**config.mk**
```make
export PLATFORM = sky130hd
export DESIGN_NAME = uart_rx_controller
export DESIGN_NICKNAME = d
export VERILOG_FILES = /design/src/rtl/uart_pkg.sv /design/src/rtl/uart_baud_tick.sv /design/src/rtl/uart_rx_controller.sv
export SDC_FILE = /design/constraint.sdc
export NUM_CORES = 1
export LEC_CHECK = 0
export BUFFER_PORTS_ARGS = -buffer_cell sky130_fd_sc_hd__buf_2
export CORE_UTILIZATION = 55
export CTS_CLUSTER_DIAMETER = 50
export CTS_CLUSTER_SIZE = 14
export DETAILED_ROUTE_END_ITERATION = 6
export PLACE_DENSITY = 0.76
export REMOVE_ABC_BUFFERS = 1
export SLEW_MARGIN = 40
export SYNTH_ARGS = -nofsm -noshare
export SYNTH_HDL_FRONTEND = slang
export SYNTH_SLANG_ARGS = --single-unit
```
**constraint.sdc**
```tcl
create_clock -name clk_in -period 4 [get_ports clk_in]
set_input_delay 0 -clock clk_in [delete_from_list [all_inputs] [get_ports clk_in]]
set_output_delay 0 -clock clk_in [all_outputs]
set_load 0.05 [all_outputs]
```
**src/rtl/uart_pkg.sv**
```systemverilog
// uart_pkg: receiver/transmitter shared state encoding and frame-length constants.
// UART_RX_PARITY_EN adds one even-parity bit to the frame.
package uart_pkg;
    typedef enum logic [2:0] {IDLE, START, DATA, PARITY, STOP} uart_state_t;
    localparam int START_BITS = 1;
    localparam int STOP_BITS = 1;
`ifdef UART_RX_PARITY_EN
    localparam int PARITY_BITS = 1;
`else
    localparam int PARITY_BITS = 0;
`endif
    function automatic int frame_bits(input int data_bits);
        return START_BITS + data_bits + PARITY_BITS + STOP_BITS;
    endfunction
endpackage

```
**src/rtl/uart_baud_tick.sv**
```systemverilog
// uart_baud_tick: restartable bit-centre strobe; load_half aligns the first tick to mid start bit.
module uart_baud_tick #(
    parameter int BAUD_DIV = 20
) (
    input  logic clk_in,
    input  logic rst,
    input  logic load_half,
    input  logic enable,
    output logic tick
);
    localparam int W = $clog2(BAUD_DIV);
    logic [W-1:0] cnt;
    assign tick = enable && cnt == '0;
    always_ff @(posedge clk_in or posedge rst) begin
        if (rst)
            cnt <= '0;
        else if (load_half)
            cnt <= W'(BAUD_DIV / 2 - 1);
        else if (enable)
            cnt <= tick ? W'(BAUD_DIV - 1) : cnt - 1'b1;
    end
endmodule

```
**src/rtl/uart_rx_controller.sv**
```systemverilog
// uart_rx_controller: edge-aligned UART receiver with valid/ready byte output.
// Define UART_RX_PARITY_EN for an even-parity bit between data and stop.
module uart_rx_controller
    import uart_pkg::*;
#(
    parameter int BAUD_DIV  = 20,
    parameter int DATA_BITS = 8
) (
    input  logic                 clk_in,
    input  logic                 rst,
    input  logic                 rx_in,
    output logic [DATA_BITS-1:0] rx_data,
    output logic                 rx_valid,
    input  logic                 rx_ready,
    output logic                 frame_err,
    output logic                 overrun_err,
    output logic                 parity_err,
    output logic                 busy
);
    localparam int IW = $clog2(DATA_BITS);
    uart_state_t state, state_n;
    logic [1:0] sync;
    logic line, line_d, fall, tick, last_bit, stop_strobe, par_ok, deliver, load;
    logic [IW-1:0] bit_idx;
    logic [DATA_BITS-1:0] shreg;

    assign line        = sync[1];
    assign fall        = line_d & ~line;
    assign busy        = state != IDLE;
    assign last_bit    = bit_idx == IW'(DATA_BITS - 1);
    assign stop_strobe = state == STOP && tick;
    assign deliver     = stop_strobe && line && par_ok;
    assign load        = deliver && (!rx_valid || rx_ready);

`ifdef UART_RX_PARITY_EN
    localparam uart_state_t AFTER_DATA = PARITY;
    logic par_bit;
    assign par_ok = ~(^shreg ^ par_bit);
    always_ff @(posedge clk_in or posedge rst) begin
        if (rst) begin
            par_bit    <= 1'b0;
            parity_err <= 1'b0;
        end else begin
            par_bit    <= state == PARITY && tick ? line : par_bit;
            parity_err <= stop_strobe && line && !par_ok;
        end
    end
`else
    localparam uart_state_t AFTER_DATA = STOP;
    assign par_ok     = 1'b1;
    assign parity_err = 1'b0;
`endif

    uart_baud_tick #(.BAUD_DIV(BAUD_DIV)) u_tick (
        .clk_in    (clk_in),
        .rst       (rst),
        .load_half (state == IDLE && fall),
        .enable    (busy),
        .tick      (tick)
    );

    always_ff @(posedge clk_in or posedge rst) begin
        if (rst)
            state <= IDLE;
        else
            state <= state_n;
    end

    always_comb begin
        state_n = state;
        case (state)
            IDLE:    state_n = fall ? START : IDLE;
            START:   state_n = tick ? (line ? IDLE : DATA) : START;
            DATA:    state_n = tick && last_bit ? AFTER_DATA : DATA;
            PARITY:  state_n = tick ? STOP : PARITY;
            STOP:    state_n = tick ? IDLE : STOP;
            default: state_n = IDLE;
        endcase
    end

    // Stop-bit decision happens at its centre so the next start edge can follow immediately.
    always_ff @(posedge clk_in or posedge rst) begin
        if (rst) begin
            sync        <= 2'b11;
            line_d      <= 1'b1;
            bit_idx     <= '0;
            shreg       <= '0;
            rx_data     <= '0;
            rx_valid    <= 1'b0;
            frame_err   <= 1'b0;
            overrun_err <= 1'b0;
        end else begin
            sync        <= {sync[0], rx_in};
            line_d      <= line;
            bit_idx     <= state == START ? '0 : (state == DATA && tick ? bit_idx + 1'b1 : bit_idx);
            shreg       <= state == DATA && tick ? {line, shreg[DATA_BITS-1:1]} : shreg;
            rx_data     <= load ? shreg : rx_data;
            rx_valid    <= load || (rx_valid && !rx_ready);
            frame_err   <= stop_strobe && !line;
            overrun_err <= deliver && rx_valid && !rx_ready;
        end
    end
endmodule

```
==> results of run 1 <==
-- critical path: cells and delay by family (launching register included) --
kind	cells	cell delay, ps
AND/OR/NAND/NOR	2	990
flip-flops	1	440
AO/OA/AOI/OAI	1	260
adder cells (fa/ha/maj)	1	210
buffers and inverters	1	80
-- state kept, by name, summed over array words and instances (netlist names) --
signal       flops
bit_idx          3
frame_err        1
sync             2
overrun_err      1
shreg            8
state            3
rx_valid         1
rx_data          8
u_tick.cnt       5
line_d           1
-- Yosys cell counts --
| cell type | n |
|---|---|
| sky130_fd_sc_hd__nand2b_1 | 3 |
| sky130_fd_sc_hd__conb_1 | 1 |
| sky130_fd_sc_hd__a22o_2 | 1 |
| sky130_fd_sc_hd__nand4b_1 | 1 |
| sky130_fd_sc_hd__o41ai_1 | 2 |
| sky130_fd_sc_hd__mux2i_1 | 2 |
| sky130_fd_sc_hd__a22o_1 | 1 |
| sky130_fd_sc_hd__nand2_1 | 4 |
| sky130_fd_sc_hd__nor3_1 | 3 |
| sky130_fd_sc_hd__nand4_2 | 1 |
| sky130_fd_sc_hd__or4b_1 | 1 |
| sky130_fd_sc_hd__clkbuf_1 | 2 |
| sky130_fd_sc_hd__a31oi_1 | 1 |
| sky130_fd_sc_hd__mux2_2 | 17 |
| sky130_fd_sc_hd__nor3b_1 | 2 |
| sky130_fd_sc_hd__nor4_1 | 1 |
| sky130_fd_sc_hd__nor4b_1 | 1 |
| sky130_fd_sc_hd__buf_1 | 1 |
| sky130_fd_sc_hd__dfstp_2 | 3 |
| sky130_fd_sc_hd__o211ai_1 | 1 |
| sky130_fd_sc_hd__o21ai_0 | 1 |
| sky130_fd_sc_hd__nor4b_4 | 1 |
| sky130_fd_sc_hd__nand3_1 | 3 |
| sky130_fd_sc_hd__nor2_1 | 7 |
| sky130_fd_sc_hd__ha_1 | 3 |
| sky130_fd_sc_hd__a32o_1 | 5 |
| sky130_fd_sc_hd__a21oi_1 | 4 |
| sky130_fd_sc_hd__buf_4 | 1 |
| sky130_fd_sc_hd__or3_4 | 1 |
| sky130_fd_sc_hd__dfrtp_1 | 30 |
| sky130_fd_sc_hd__inv_1 | 5 |
| sky130_fd_sc_hd__and2b_1 | 1 |
| sky130_fd_sc_hd__nor2b_1 | 1 |
| sky130_fd_sc_hd__buf_2 | 2 |
-- per-layer routing --
layer / part of all wire [%] / vias up / wire (microns)
li1: - / 450 / -
met1: 43 / 486 / 1120
met2: 53 / 16 / 1360
met3: 2.8 / 4 / 73
met4: 1.1 / 0 / 29
met5: 0 / - / 0
-- cell families (layout without fill, tap and decap cells) --
family / after synthesis / after routing / share of synthesized area (%)
DFF: 33 / 33 / 57.0
and+or+nand+nor: 31 / 31 / 13.8
muxes: 19 / 19 / 14.5
AOI/OAI and AO/OA: 16 / 16 / 8.60
buffers and inverters: 11 / 32 / 3.27
adders and majority gates: 3 / 3 / 2.58
other: 1 / 1 / 0.258
-- power groups by stage --
stage	Combinational [mW]	Sequential [mW]	Clock, mW
2_1_floorplan	0.173	0.439	0
3_3_place_gp	0.205	0.455	0
3_5_place_dp	0.217	0.458	0
4_1_cts	0.219	0.453	0.263
5_1_grt	0.242	0.463	0.277
6_report	0.218	0.455	0.255
-- area by class of cell --
cell class / instances / area, sq um / share of cell area, %
clock buffers: 7 / 55.1 / 3.31
clock inverters: 1 / 30.0 / 1.81
inverters: 5 / 18.8 / 1.13
multi-input cells: 70 / 578 / 34.8
flip-flops and latches: 33 / 830 / 49.9
well taps: 30 / 37.5 / 2.26
repair buffers: 19 / 113 / 6.78
-- worst max-delay path by stage --
stage | startpoint | endpoint | slack (ps)
floorplan | u_tick.cnt[0] | bit_idx[1] | 2110
global placement | u_tick.cnt[0] | bit_idx[1] | 2000
detailed placement | u_tick.cnt[0] | bit_idx[1] | 1950
CTS | u_tick.cnt[0] | bit_idx[1] | 1930
global route | u_tick.cnt[0] | shreg[6] | 1780
finish | u_tick.cnt[0] | bit_idx[1] | 1920
-- placed cells by master, fill, tap and decap left out, drive strengths merged --
cell type	Yosys	routed
bufinv	0	1
dfrtp	30	30
a31oi	1	1
dfstp	3	3
o211ai	1	1
o41ai	2	2
a21oi	4	4
nand4b	1	1
or3	1	1
buf	4	16
conb	1	1
ha	3	3
nand2b	3	3
nor2	7	7
a32o	5	5
dlygate4sd3	0	3
mux2	17	17
or4b	1	1
mux2i	2	2
nor3	3	3
a22o	2	2
nor4	1	1
nor4b	2	2
nand4	1	1
clkbuf	2	7
nand2	4	4
nor2b	1	1
nand3	3	3
o21ai	1	1
inv	5	5
nor3b	2	2
and2b	1	1
-- stage by stage --
| stage | std cells | util (%) | worst slack, ps | power [mW] | hold slack [ps] |
|---|---|---|---|---|---|
| 2_1_floorplan | 108 | - | 2110 | 0.613 | 4.48 |
| 3_3_place_gp | 154 | 62.4 | 2000 | 0.660 | 98.0 |
| 3_5_place_dp | 154 | 62.4 | 1950 | 0.674 | 108 |
| 4_1_cts | 165 | 67.1 | 1930 | 0.935 | 298 |
| 5_1_grt | 165 | 67.1 | 1780 | 0.982 | 303 |
| 6_report | 165 | 67.1 | 1920 | 0.928 | 313 |
-- timing repair --
item / 4_1_cts / 5_1_grt
buffers inserted: 0 / 0
hold endpoints to repair: 33 / 0
hold buffers: 3 / 0
gates resized for setup: 0 / 0
==> metrics.yaml, run 1 <==
largest_stage_delay_worst_path_ps: 600
regToRegStartpoint: "u_tick.cnt[0]"
clock_tree_from_tritoncts: "yes"
met2_usage_pct: 37.3
synthesis.yosys.warnings: 0
io_buffers: 15
dpl-instance-area_sq_um: 1550
setup-tns-final_ps: 0
fp.dieArea_sq_um: 2860
fp.dieW_microns: 53.4
final-hold-violation-count: 0
ff2ff_setup_slack_ps: 1920
grt_usage_pct: 22.2
drt_first_pass_iters: 4
maximum_number_of_pins_on_one_net_before_global_route_repair: 34
power.internal_mw: 0.617
maxCapViolCount: 0
finish.net_count: 141
slew_violations: 0
synth_top_area_share_pct: 51.6
min_path_type: "input pin to async pin"
criticalPathCategory: "flop to flop"
grt_setup_unrepaired: "false"
leak_pwr_nw: 0.827
grt_first_pass_wirelength_microns: 4330
route.final.wire_length_microns: 2580
synth_top_cell_by_area: "sky130_fd_sc_hd__dfrtp_1"
ant_nets: 0
relSlewSlack_pct: 57.9
crit_path_start_kind: "flop"
clkTransAtPathRegs_ps: 100
via_count_of_the_first_global_routing_pass: 972
std_cell_rows: 18
synthTopCellsByArea: "sky130_fd_sc_hd__dfrtp_1 (52%), sky130_fd_sc_hd__mux2_2 (13%), sky130_fd_sc_hd__dfstp_2 (5.4%)"
finalSetupViolCount: 0
finalClockSkew_ps: 6.31
slowest_stage: "sky130_fd_sc_hd__or4b_1"
area_delta_synth_final_pct: 14.2
met3_usage_pct: 8.05
netlist_area_sq_um: 1460
cts_sinks: 33
vias: 956
max_slew.worst_pin.slew_ps: 627
globalRoute.totalOverflow: 0
wire_per_inst_microns: 15.6
grt_most_used_layer: "met2"
total_switching_power_mw: 0.311
timing.final.crit_share_pct: 52.1
clock_power_share_pct: 27.5
final_cell_area_sq_um: 1660
seq_power_share_pct: 49.1
critPathRequiredTime_ps: 4220
initial_utilization_pct: 58.7
core_area_sq_um: 2480
sw_frac_of_total_pct: 33.5
antenna-diode-count: 0
r2r_end: "bit_idx[1]"
drc: 0
timing.reg2reg.worst_path_depth: 5
pin_count: 17
drt-initial-drc-count: 17
syn_area_per_cell_sq_um: 12.8
hpwl_microns: 1780
num-fill-cells: 196
status: "finished, final reports clean"
gr-usage-met1_pct: 25.6
fmax_ghz: 0.480
fp.dieH_microns: 53.4
combinationalPowerShare_pct: 23.5
drive_above_1_share_pct: 34.8
timing.critical_path.arrival_ps: 2300
worstSetupEndpointType: "flop"
fin_crit_ps: 2080
synth.yosys.seq_area_share_pct: 57.0
power-per-cell-area_nw_per_um2: 559
crit_path_max_fanout: 7
cts_made_buffers: 5
root_buffer: "sky130_fd_sc_hd__clkbuf_4"
gp_congestion: 0.796
ir_worst_vdd_v: 0.000371
detail_route.vias_per_cell: 5.79
antenna_found_initial: 0
post_synth_inst_count: 114
h-tree-depth: 2
ys_types: 34
critical_path.cell_chain: "inv_1, ha_1, or4b_1, or3_4, a32o_1"
max-clock-path-buffers: 2
clk-insertion-delay-late_ps: 320
total_of_flip_flops_plus_latches_after_synthesis: 33
Power figures use the tool's default switching activity.
==> inputs of run 2 (changes only) <==
Settings changed: ABC_AREA set to 1.
Clock period 4 ns to 2.2 ns, I/O delays scaled along.
==> metrics.yaml, run 2 <==
status: "finished, final reports clean"
root_buffer: "sky130_fd_sc_hd__clkbuf_4"
maximum_number_of_pins_on_one_net_before_global_route_repair: 34  # unchanged
via_count_of_the_first_global_routing_pass: 996  # +2.5%
min_path_type: "input pin to flop"
synth_top_area_share_pct: 50.0  # -1.6 points
hpwl_microns: 1780  # about the same
globalRoute.totalOverflow: 0  # unchanged
cts_sinks: 33  # unchanged
h-tree-depth: 2  # unchanged
ys_types: 28  # -18%
main_combinational_cell_family_by_area_after_synthesis: "simple AND/OR/NAND/NOR gates"
maxCapViolCount: 0  # unchanged
antenna-diode-count: 0  # unchanged
cts_made_buffers: 5  # unchanged
pin_count: 17  # unchanged
top_signal_layer_used: "met4"
max-clock-path-buffers: 2  # unchanged
grt_setup_unrepaired: "false"
drt_first_pass_iters: 4  # unchanged
cts_resized: 0  # unchanged
finish.net_count: 183  # +30%
synth-compound-area-share_pct: 4.25  # -4.4 points
drt-initial-drc-count: 36  # +19
setup-tns-final_ps: 0  # unchanged
netlist_area_sq_um: 1500  # +3.3%
synth.yosys.seq_area_share_pct: 55.2  # -1.8 points
placement.setup.worst_slack_ps: 457  # -1500 ps
area_delta_synth_final_pct: 13.9
grt_usage_pct: 21.2  # -0.93 points
met2RoutedLength_microns: 1170  # -14%
drt-met1-wl_microns: 1240  # +10%
fp.dieH_microns: 54.3  # +1.6%
antenna_found_initial: 0  # unchanged
leak_pwr_nw: 0.939  # +14%
grt_first_pass_wirelength_microns: 4260  # -1.4%
yosys-top-cells-count: "sky130_fd_sc_hd__nand2_1 (42), sky130_fd_sc_hd__dfrtp_1 (30), sky130_fd_sc_hd__nand3_1 (20)"
clock_tree_from_tritoncts: "yes"
synth_edf_count: 0  # unchanged
core_area_sq_um: 2520  # +1.8%
slowest_stage: "sky130_fd_sc_hd__dfrtp_1"
fp.dieW_microns: 54.3  # +1.6%
ir_worst_vdd_v: 0.00113  # +210%
initial_utilization_pct: 59.6  # +0.84 points
timing.final.crit_share_pct: 80.5  # +28 points
fp.dieArea_sq_um: 2950  # +3.1%
largest_stage_delay_worst_path_ps: 370  # -230 ps
timing.hold.ws_ps: 147  # -166 ps
worst_slack_ps: 430  # -1490 ps
crit_path_max_fanout: 16  # +9
ant_nets: 0  # unchanged
criticalPathCategory: "flop to flop"
wire_per_inst_microns: 12.6  # -20%
synth-adder-area-share_pct: 2.50  # -0.082 points
syn_area_per_cell_sq_um: 9.63  # -25%
critical_path.cell_chain: "inv_1, ha_1, nand3_2, nor2_8, nand4_2, nand2_1, nand2_1"
met3RoutedLength_microns: 146  # +100%
route.final.wire_length_microns: 2600  # +0.81%
synth_xor_xnor_area_share_pct: 0.583  # +0.58 points
std_cell_rows: 18  # unchanged
critPathRequiredTime_ps: 2430  # -1790 ps
power-per-cell-area_nw_per_um2: 1040  # +85%
drc: 0  # unchanged
fin_crit_ps: 1770  # -314 ps
synthArstFlopShare_pct: 100  # unchanged
synthMostInstantiatedCell: "sky130_fd_sc_hd__nand2_1"
gp_congestion: 0.811  # +1.9%
vias: 1128  # +18%
clkTransAtPathRegs_ps: 110  # about the same
dominantRegCellSynth: "sky130_fd_sc_hd__dfrtp_1"
synthesis.yosys.warnings: 0  # unchanged
clk-insertion-delay-late_ps: 340  # +20 ps
final_util_pct: 67.9  # +0.79 points
mostFrequentLayoutCell: "sky130_fd_sc_hd__nand2_1"
drive_above_1_share_pct: 22.6  # -12 points
detail_route.vias_per_cell: 5.45  # -5.9%
most-common-layout-cells: "sky130_fd_sc_hd__nand2_1 (42), sky130_fd_sc_hd__dfrtp_1 (30), sky130_fd_sc_hd__nand3_1 (20)"
finalClockSkew_ps: 8.89  # +2.58 ps
fmax_ghz: 0.565  # +18%
timing.critical_path.arrival_ps: 2000  # -300 ps
critical-path-top-cell-by-count: "sky130_fd_sc_hd__nand2_1"
final-hold-violation-count: 0  # unchanged
crit_path_start_kind: "flop"
total_of_flip_flops_plus_latches_after_synthesis: 33  # unchanged
post_synth_inst_count: 156  # +37%
reg_top3: "rx_data (8), shreg (8), u_tick.cnt (5)"
synthTopCellsByArea: "sky130_fd_sc_hd__dfrtp_1 (50%), sky130_fd_sc_hd__nand2_1 (10%), sky130_fd_sc_hd__nand3_1 (6.7%)"
finalSetupViolCount: 0  # unchanged
io_buffers: 15  # unchanged
muxShareOfSynthArea_pct: 0  # -15 points
worstSetupEndpointType: "flop"
synth_simple_gate_area_share_pct: 31.7  # +18 points
synth_top_cell_by_area: "sky130_fd_sc_hd__dfrtp_1"
slew_violations: 0  # unchanged
## run 2: cell count changes in the layout (fill, tap and decap cells not counted), moves of 3 or more
cell	change
sky130_fd_sc_hd__nand2_1	+38
sky130_fd_sc_hd__mux2_2	-17
sky130_fd_sc_hd__nand3_1	+17
sky130_fd_sc_hd__nand4_1	+12
sky130_fd_sc_hd__inv_1	+6
sky130_fd_sc_hd__a32o_1	-5
sky130_fd_sc_hd__o21ai_0	+4
sky130_fd_sc_hd__a21oi_1	-3
sky130_fd_sc_hd__nand2b_1	-3
sky130_fd_sc_hd__nor3_1	-3
## run 2: worst max-delay path: cells and delay by family, from the launching register on
family                   cells  cell delay (ps)
AND/OR/NAND/NOR              5              910
buffers and inverters        1              120
adder cells (fa/ha/maj)      1              260
flip-flops                   1              370
## run 2: per-stage QoR
stage          total power [mW]  area (sq um)  cells
2_1_floorplan              1.12          1470    151
3_3_place_gp               1.20          1590    197
3_5_place_dp               1.22          1590    197
4_1_cts                    1.78          1710    207
5_1_grt                    1.88          1710    207
6_report                   1.77          1710    207
## run 2: what timing repair did
item	CTS	global route
buffers inserted	0	0
endpoints found under the hold margin	31	0
hold buffers	2	0
## run 2: metal layers
metal,vias up,global-route usage [%]
li1,562,-
met1,528,27.8
met2,33,30.3
met3,5,9.72
met4,0,8.55
met5,-,0
## run 2: cell families after synthesis
family | after synthesis
AO/OA/AOI/OAI | 10
adder cells (fa/ha/maj) | 3
other | 1
AND/OR/NAND/NOR | 90
buffers and inverters | 18
XOR/XNOR | 1
flip-flops | 33
## run 2: final timing paths
kind | end | slack [ps] | from | cells after the start
worst max-delay path | rx_data[5] | 430 | u_tick.cnt[1] | 7
worst min-delay path | rx_valid | 150 | rx_ready | 4
worst max register to register | rx_data[5] | 430 | u_tick.cnt[1] | 7
worst min register to register | sync[1] | 360 | sync[0] | 0
max in group asynchronous | sync[0] | 1590 | rst | 4
min in group asynchronous | frame_err | 280 | rst | 4
## run 2: cell type report
type	count	area (sq um)
Clock inverter	3	65.1
Clock buffer	5	37.5
Inverter	13	48.8
Multi-Input combinational cell	105	591
Fill cell	193	811
Tap cell	30	37.5
Sequential cell	33	830
Timing Repair Buffer	18	103
## run 2: where the power goes
part           switching, mW  total (mW)  internal [mW]  leakage, nW
clock                  0.211       0.562          0.352       0.0552
sequential            0.0683       0.751          0.682        0.436
combinational          0.319       0.460          0.141        0.447
total                  0.598        1.77           1.17        0.939
==> inputs of run 3 (changes only) <==
Settings changed: ABC_AREA 1 to 0, CORE_UTILIZATION 55 to 51, PLACE_DENSITY 0.76 to 0.74.
Clock period 2.2 ns to 1.4 ns, I/O delays scaled along.
==> metrics.yaml, run 3 (synthesized netlist as in run 1, its figures left out) <==
status: "complete, but fails checks"
failing_checks: "negative setup slack"
slew_violations: 0  # unchanged
drt-initial-drc-count: 35  # -2.8%
crit_path_start_kind: "flop"
ant_nets: 0  # unchanged
maxCapViolCount: 0  # unchanged
pin_count: 17  # unchanged
gp_congestion: 0.867  # +7.0%
clock_tree_from_tritoncts: "yes"
critPathRequiredTime_ps: 1640  # -790 ps
criticalPathCategory: "flop to flop"
max-clock-path-buffers: 2  # unchanged
setup-tns-final_ps: -8670  # -8670 ps
clkTransAtPathRegs_ps: 110  # about the same
vias: 1157  # +2.6%
multiInputGateArea_sq_um: 664  # +13%
area_delta_synth_final_pct: 40.9
maximum_number_of_pins_on_one_net_before_global_route_repair: 34  # unchanged
crit_path_max_fanout: 3  # -13
register_area_sq_um: 830  # unchanged
reg_top3: "rx_data (8), shreg (8), u_tick.cnt (5)"
io_buffers: 15  # unchanged
wire_per_inst_microns: 18.3  # +45%
initial_utilization_pct: 53.2  # -6.3 points
worst_slack_ps: -427  # -857 ps
grt_setup_unrepaired: "true"
detail_route.vias_per_cell: 5.76  # +5.6%
finalClockSkew_ps: 5.88  # -3.01 ps
final-hold-violation-count: 0  # unchanged
fp.dieW_microns: 55.4  # +2.1%
hpwl_microns: 1990  # +11%
cts_made_buffers: 5  # unchanged
core_area_sq_um: 2730  # +8.4%
std_cell_rows: 19  # +1
finish.net_count: 176  # -3.8%
h-tree-depth: 2  # unchanged
grt_usage_pct: 25.8  # +4.6 points
timing.critical_path.arrival_ps: 2070  # +70 ps
globalRoute.totalOverflow: 0  # unchanged
via_count_of_the_first_global_routing_pass: 1242  # +25%
finalSetupViolCount: 31  # +31
root_buffer: "sky130_fd_sc_hd__clkbuf_4"
clk-insertion-delay-late_ps: 350  # about the same
post-layout-total-power_mw: 3.64  # +110%
cts_sinks: 33  # unchanged
fmax_ghz: 0.547  # -3.1%
drc: 0  # unchanged
num-fill-cells: 156  # -19%
drt_first_pass_iters: 4  # unchanged
route.final.wire_length_microns: 3670  # +41%
leak_pwr_nw: 1.02  # +8.9%
fp.dieArea_sq_um: 3070  # +4.3%
timing.hold.ws_ps: 262  # +115 ps
fin_crit_ps: 1830  # +57.4 ps
worstSetupEndpointType: "flop"
most-common-layout-cells: "sky130_fd_sc_hd__dfrtp_1 (30), sky130_fd_sc_hd__buf_4 (29), sky130_fd_sc_hd__mux2_2 (17)"
min_path_type: "input pin to async pin"
ir_worst_vdd_v: 0.00129  # +14%
power-per-cell-area_nw_per_um2: 1770  # +71%
antenna-diode-count: 0  # unchanged
antenna_found_initial: 0  # unchanged
fp.dieH_microns: 55.4  # +2.1%
mostFrequentLayoutCell: "sky130_fd_sc_hd__dfrtp_1"
grt_first_pass_wirelength_microns: 5920  # +39%
timing.final.crit_share_pct: 131  # +50 points
drive_above_1_share_pct: 56.5  # +34 points
==> run 3: cell types whose count changed in the layout (fill, tap and decap cells not counted), sizes merged, moves of 3 or more <==
cell | before | now
nand2 | 44 | 4
buf | 16 | 51
nand3 | 21 | 3
mux2 | 0 | 17
nand4 | 13 | 1
inv | 13 | 4
a32o | 0 | 5
o21ai | 6 | 1
nand2b | 0 | 3
==> run 3: metal layers <==
metal,vias up,global-route usage (%),routed length [microns]
met5,-,0,0
met4,0,13.2,125
met3,16,7.26,138
met2,38,45.8,1950
met1,579,27.8,1450
li1,524,-,-
==> run 3: path summary, 6_finish.rpt <==
kind                          startpoint    endpoint  slack, ps  cells after the start
min reg2reg                      sync[0]     sync[1]        360                      0
max                        u_tick.cnt[0]  bit_idx[1]       -430                      5
min in group clk_in                rx_in     sync[0]        310                      2
min                                  rst    shreg[3]        260                      4
max reg2reg                u_tick.cnt[0]  bit_idx[1]       -430                      5
max in group asynchronous            rst     sync[1]        810                      4
==> run 3: final cells by class <==
class                           instances  share of cell area, %
Timing Repair Buffer                   54                   20.1
Tap cell                               31                   1.89
Clock buffer                            5                   1.83
Sequential cell                        33                   40.5
Inverter                                5                   1.10
Multi-Input combinational cell         70                   32.4
Clock inverter                          3                   2.26
==> run 3: what timing repair did <==
action | CTS | global route
hold endpoints to repair | 33 | 0
hold buffers | 3 | 0
buffers inserted | 12 | 3
setup endpoints to repair | 31 | 31
pin swaps | 7 | 1
resized for setup | 16 | 11
cloned | 0 | 0
==> run 3: through the flow <==
step / worst slack, ps / utilization (%) / instance area [sq um] / instances
3_5_place_dp: -436 / 62.1 / 1700 / 175
6_report: -427 / 75.0 / 2050 / 201
2_1_floorplan: -493 / - / 1430 / 108
4_1_cts: -399 / 71.9 / 1960 / 198
5_1_grt: -495 / 75.0 / 2050 / 201
3_3_place_gp: -376 / 62.1 / 1700 / 175
==> run 3: report_power, final <==
group	internal, mW	total [mW]	switching (mW)
combinational	0.881	1.73	0.852
sequential	1.08	1.17	0.0846
clock	0.378	0.741	0.363
==> run 3: worst max-delay path, cell delays in order (launching register included) <==
cell                      delay [ps]
sky130_fd_sc_hd__dfrtp_1         410
sky130_fd_sc_hd__inv_1            70
sky130_fd_sc_hd__ha_2            170
sky130_fd_sc_hd__or4b_4          460
sky130_fd_sc_hd__or3_4           350
sky130_fd_sc_hd__a32o_1          260
